[config.mk]
export PLATFORM = sky130hd
export DESIGN_NAME = switch_debounce
export DESIGN_NICKNAME = d
export VERILOG_FILES = /design/src/rtl/switch_debounce_pkg.sv /design/src/rtl/switch_debounce_bit.sv /design/src/rtl/switch_debounce.sv
export SDC_FILE = /design/constraint.sdc
export NUM_CORES = 1
export LEC_CHECK = 0
export CORE_MARGIN = 4
export CORE_UTILIZATION = 60
export DETAILED_ROUTE_END_ITERATION = 12
export PLACE_DENSITY = 0.78
export SYNTH_ARGS = -nofsm -noshare
export SYNTH_HDL_FRONTEND = slang
export SYNTH_HIERARCHICAL = 1
export SYNTH_SLANG_ARGS = --single-unit
[constraint.sdc]
create_clock -name clk -period 4.9 [get_ports clk]
set_input_delay 0.735 -clock clk [delete_from_list [all_inputs] [get_ports clk]]
set_output_delay 0.735 -clock clk [all_outputs]
set_load 0.03 [all_outputs]
[src/rtl/switch_debounce_pkg.sv]
// Shared constants and helpers for the DIP-switch debounce front end.
// SWITCH_DEBOUNCE_IRQ_EN (optional) enables the sw_irq change interrupt in switch_debounce.
package switch_debounce_pkg;

  localparam int N_SW                = 24;
  localparam int DEBOUNCE_CYCLES_DEF = 500000;

  typedef logic [N_SW-1:0] sw_vec_t;

  // Counter must hold 0..n, and a zero-width vector is not allowed
  function automatic int cnt_width(input int n);
    int w;
    w = $clog2(n + 1);
    return (w < 1) ? 1 : w;
  endfunction

endpackage

[src/rtl/switch_debounce_bit.sv]
// One switch bit: 2-flop synchronizer, stability counter and debounced flop.
// o_flip is high in the cycle before the edge on which o_db changes.
module debounce_bit
  import switch_debounce_pkg::*;
#(
  parameter int DEBOUNCE_CYCLES = DEBOUNCE_CYCLES_DEF
) (
  input  logic i_clk,
  input  logic i_rst,
  input  logic i_raw,
  output logic o_db,
  output logic o_flip
);

  localparam int              CW       = cnt_width(DEBOUNCE_CYCLES);
  localparam logic [CW-1:0]   CNT_LAST = CW'(DEBOUNCE_CYCLES - 1);

  logic          r_sync1;
  logic          r_sync2;
  logic          r_db;
  logic [CW-1:0] r_cnt;

  logic          w_diff;
  logic          w_flip;

  assign w_diff = (r_sync2 != r_db);
  assign w_flip = w_diff && (r_cnt == CNT_LAST);

  always_ff @(posedge i_clk) begin
    if (i_rst) begin
      r_sync1 <= 1'b0;
      r_sync2 <= 1'b0;
      r_db    <= 1'b0;
      r_cnt   <= '0;
    end else begin
      r_sync1 <= i_raw;
      r_sync2 <= r_sync1;
      // Any agreement with the debounced value restarts qualification
      if (!w_diff) begin
        r_cnt <= '0;
      end else if (w_flip) begin
        r_db  <= r_sync2;
        r_cnt <= '0;
      end else begin
        r_cnt <= r_cnt + CW'(1);
      end
    end
  end

  assign o_db   = r_db;
  assign o_flip = w_flip;

endmodule

[src/rtl/switch_debounce.sv]
// Debounced DIP-switch vector with change pulse and sticky change mask.
// Optional macro SWITCH_DEBOUNCE_IRQ_EN: sw_irq follows (changed_mask != 0); otherwise tied low.
module switch_debounce
  import switch_debounce_pkg::*;
#(
  parameter int DEBOUNCE_CYCLES = DEBOUNCE_CYCLES_DEF
) (
  input  logic            clk,
  input  logic            rst,
  input  logic [N_SW-1:0] sw_raw,
  input  logic            clr_changed,
  output logic [N_SW-1:0] sw_db,
  output logic            sw_change,
  output logic [N_SW-1:0] changed_mask,
  output logic            sw_irq
);

  sw_vec_t w_db;
  sw_vec_t w_flip;
  logic    r_change;
  sw_vec_t r_mask;

  for (genvar g = 0; g < N_SW; g++) begin : g_bit
    debounce_bit #(
      .DEBOUNCE_CYCLES(DEBOUNCE_CYCLES)
    ) u_bit (
      .i_clk  (clk),
      .i_rst  (rst),
      .i_raw  (sw_raw[g]),
      .o_db   (w_db[g]),
      .o_flip (w_flip[g])
    );
  end

  // A clear and a flip on the same edge keep only the flipping bits
  always_ff @(posedge clk) begin
    if (rst) begin
      r_change <= 1'b0;
      r_mask   <= '0;
    end else begin
      r_change <= |w_flip;
      r_mask   <= clr_changed ? w_flip : (r_mask | w_flip);
    end
  end

`ifdef SWITCH_DEBOUNCE_IRQ_EN
  logic r_irq;

  always_ff @(posedge clk) begin
    if (rst) begin
      r_irq <= 1'b0;
    end else begin
      r_irq <= |r_mask;
    end
  end

  assign sw_irq = r_irq;
`else
  assign sw_irq = 1'b0;
`endif

  assign sw_db        = w_db;
  assign sw_change    = r_change;
  assign changed_mask = r_mask;

endmodule

==> impl_results.md <==
* N_diodes at 0
* TritonCTS Buffers at 56
* Fin util at 69.11%
* Boundary pin count at 77
* CP Class: reg -> reg
* First-pass DRT Iterations at 8
* GPL Wtd Cong at 0.8797
* Crit path launch type: register
* Critical path origin: g_bit[22].u_bit/r_cnt[0]
* Seq cells post-synth at 553
* Max IR drop VDD at 288.1 uV
* Setup TNS at 0 ps
* DR WL/cell at 15.18 um
* Total GRT Usage at 22.97%
* Root Driver: clkbuf_16
* Final Max Tran Viols at 0
* # setup viols final at 0
* Reg-to-reg startpoint: g_bit[22].u_bit/r_cnt[0]
* Cell type with the largest total area after synthesis: dfxtp_1
* Hold crit path type: reg -> reg
* Row count at 74
* Total Nets Final at 2928
* Clock-pin slew on the worst setup and hold paths at 60 ps
* Worst slew pin tran at 972.7 ps
* Max_slew headroom at 35.08%
* Cell Area, Synth at 0.02510 mm^2
* Drt drc at 0
* Pwr dens at 330.4 mW/mm^2
* EDFF count, synth at 0
* DP Worst Slack at 2271 ps
* Pin count of the biggest net entering global routing at 94
* CTS tree: done
* Drt first-iter violations at 1430
* Reg2reg setup slack at 2360 ps
* # resized after CTS at 0
* Switch Pwr at 1.857 mW
* Netlist cell types at 40
* Seq/Total Area, Yosys at 44.10%
* Sw Share at 19.78%
* Worst EP required at 5340 ps
* Worst Slack Setup Final at 2361 ps
* Leak at 8.655 nW
* Die H at 212.5 um
* Final Hold Viols at 0
* IO Port Bufs at 75
* Hold path start: g_bit[3].u_bit/r_sync1
* Ranking of synthesized cells by area: dfxtp_1 44%, xnor2_1 10%, nor2_1 7.2%, nor4_1 3.8%, nand4_2 3.4%
* Max Root-Sink Buffers at 3
* Warnings, synthesis at 6
* Layout cells sized above 1 at 9.993%
* Cells after Synth at 2774
* CTS Sinks at 553
* Status: finished clean
* H-Tree Depth at 2
* Crit end category: register
* Worst path arrival time at 2980 ps
* Reg2Reg Depth at 8
* Initial Utilization at 61.06%
* Post-synth top area share at 44.10%
* Hold depth at 1
* Via count at 20190
* DRT antenna net count at 0
* Mapped Nets at 2825
* CP Max Fanout at 5
* Vias in the first global route at 19380
* GRT overflow at 0
* Area Overhead vs Synth at 13.18%
* Number of max-cap violations at 0
* Sequential group share of total power at 48.3%
* Clk_lat worst skew at 600 ps
* # Post-CTS Setup Buffers at 0
* Initial antenna violation count at 0
* Main synth FF type: dfxtp_1
* Hold path endpoint: g_bit[3].u_bit/r_sync2
* Die extent in x at 212.5 um
* Vias per inst at 5.846
* HPWL Detailed at 36180 um
* Avg Cell Area, Syn at 9.049 um^2
* Commonest cells post-synth: 553 x dfxtp_1, 480 x nor2_1, 288 x xnor2_1
* Post-layout min period at 2539 ps
* First-pass GRT wire length at 90060 um
* Drt total wl at 52430 um
* Design Power at 9.387 mW
* Full die area at 0.04517 mm^2
* Unrepaired setup endpoints after global routing: no
* Cell Int Power at 7.530 mW
* Cell with the most instances after synthesis: dfxtp_1
* Maximum clock rate at 393.9 MHz
* R2R Path End: sw_change
* Hold-fix buffers at CTS at 0
* Setup Skew at 11.95 ps
* Core area at 0.04111 mm^2
* Clock share of power at 50.5%
* Share of synthesized flip-flops with an asynchronous set or reset at 0%
* Comb pwr share at 1.2%
* Final period utilization at 51.81%
==> worst max-delay path by stage <==
stage | to | slack, ps
final | sw_change | 2360
after floorplan | sw_change | 2980
after detailed placement | sw_change | 2270
after CTS | sw_change | 2240
after global placement | sw_change | 2340
after global routing | sw_change | 2300
==> cells by family after synthesis <==
group / Yosys count / synth area share, %
xor gates and xnor gates: 361 / 12.60
adders and majority gates: 24 / 1.196
DFF: 553 / 44.10
AOI/OAI and AO/OA: 216 / 5.598
buffers and inverters: 105 / 1.979
other: 1 / 0.01494
and+or+nand+nor: 1514 / 34.51
==> power groups by stage <==
stage / combinational (mW) / clock (mW) / sequential [mW]
6_report: 0.114 / 4.74 / 4.54
5_1_grt: 0.127 / 5.05 / 4.54
4_1_cts: 0.116 / 4.85 / 4.54
3_5_place_dp: 0.114 / 0 / 4.64
3_3_place_gp: 0.112 / 0 / 4.64
2_1_floorplan: 0.0657 / 0 / 4.63
==> cells in the final DEF (no fill, tap or decap), types with 13 or more instances in the layout <==
| master | synthesis | layout |
|---|---|---|
| or3_1 | 25 | 25 |
| and4_1 | 25 | 25 |
| inv_1 | 74 | 74 |
| o21ai_2 | 24 | 24 |
| o31ai_1 | 24 | 24 |
| o221ai_1 | 23 | 23 |
| and4_2 | 23 | 23 |
| xor2_1 | 73 | 73 |
| bufinv_16 | 0 | 13 |
| nand3_4 | 23 | 23 |
| nor2b_1 | 71 | 71 |
| a21oi_1 | 73 | 73 |
| nor4_1 | 151 | 151 |
| nor3_1 | 95 | 95 |
| ha_1 | 24 | 24 |
| o21ai_0 | 48 | 48 |
| nand3_1 | 143 | 143 |
| or4_1 | 24 | 24 |
| o41ai_1 | 23 | 23 |
| xnor2_1 | 288 | 288 |
| clkbuf_16 | 0 | 57 |
| clkdlybuf4s50_1 | 0 | 74 |
| or2_4 | 23 | 23 |
| nor4bb_1 | 25 | 25 |
| nor2_1 | 480 | 480 |
| nand4_2 | 69 | 69 |
| nand4_1 | 50 | 50 |
| nand2_1 | 166 | 166 |
| clkinv_2 | 0 | 15 |
| nor3b_1 | 46 | 46 |
| and3_1 | 47 | 47 |
| or2_2 | 23 | 23 |
| dfxtp_1 | 553 | 553 |
==> state kept, by name, summed over array words and instances (netlist names) <==
name / flops
sw_change: 1
g_bit.u_bit/r_sync1: 24
g_bit.u_bit/r_sync2: 24
g_bit.u_bit/r_cnt: 456
g_bit.u_bit/o_db: 24
changed_mask: 24
==> area by class of cell <==
class	instances	area, um^2
well taps	532	665.6
flip-flops and latches	553	11070
multi-input cells	2116	13530
fillers	3210	12700
repair buffers	76	772.0
clock buffers	70	1585
inverters	74	277.8
clock inverters	33	505.5
==> routing by layer <==
layer	share of wire (%)	wire (um)	vias to the layer above	GRT usage, %
met3	4.2	2180	91	3.468
met2	49	25620	411	39.92
li1	-	-	10090	-
met1	45	23390	9602	29.43
met5	0	0	-	0
met4	2.4	1238	0	7.552
==> critical path, cell delays in order (launching register included) <==
cell and delay, ps:
dfxtp_1 360, ha_1 280, and4_2 280, and4_1 190, nand2_1 100, nor2_1 80, nor4_1 720, and4_1 300
a31oi_1 70
==> metrics by stage <==
step | hold slack, ps | area, um^2 | cells
2_1_floorplan | 413.8 | 25100 | 2774
3_3_place_gp | 417.5 | 26320 | 3351
3_5_place_dp | 424.7 | 26320 | 3351
4_1_cts | 437.6 | 28410 | 3454
5_1_grt | 459.4 | 28410 | 3454
6_report | 431.7 | 28410 | 3454
(Power assumes the default switching activity.)
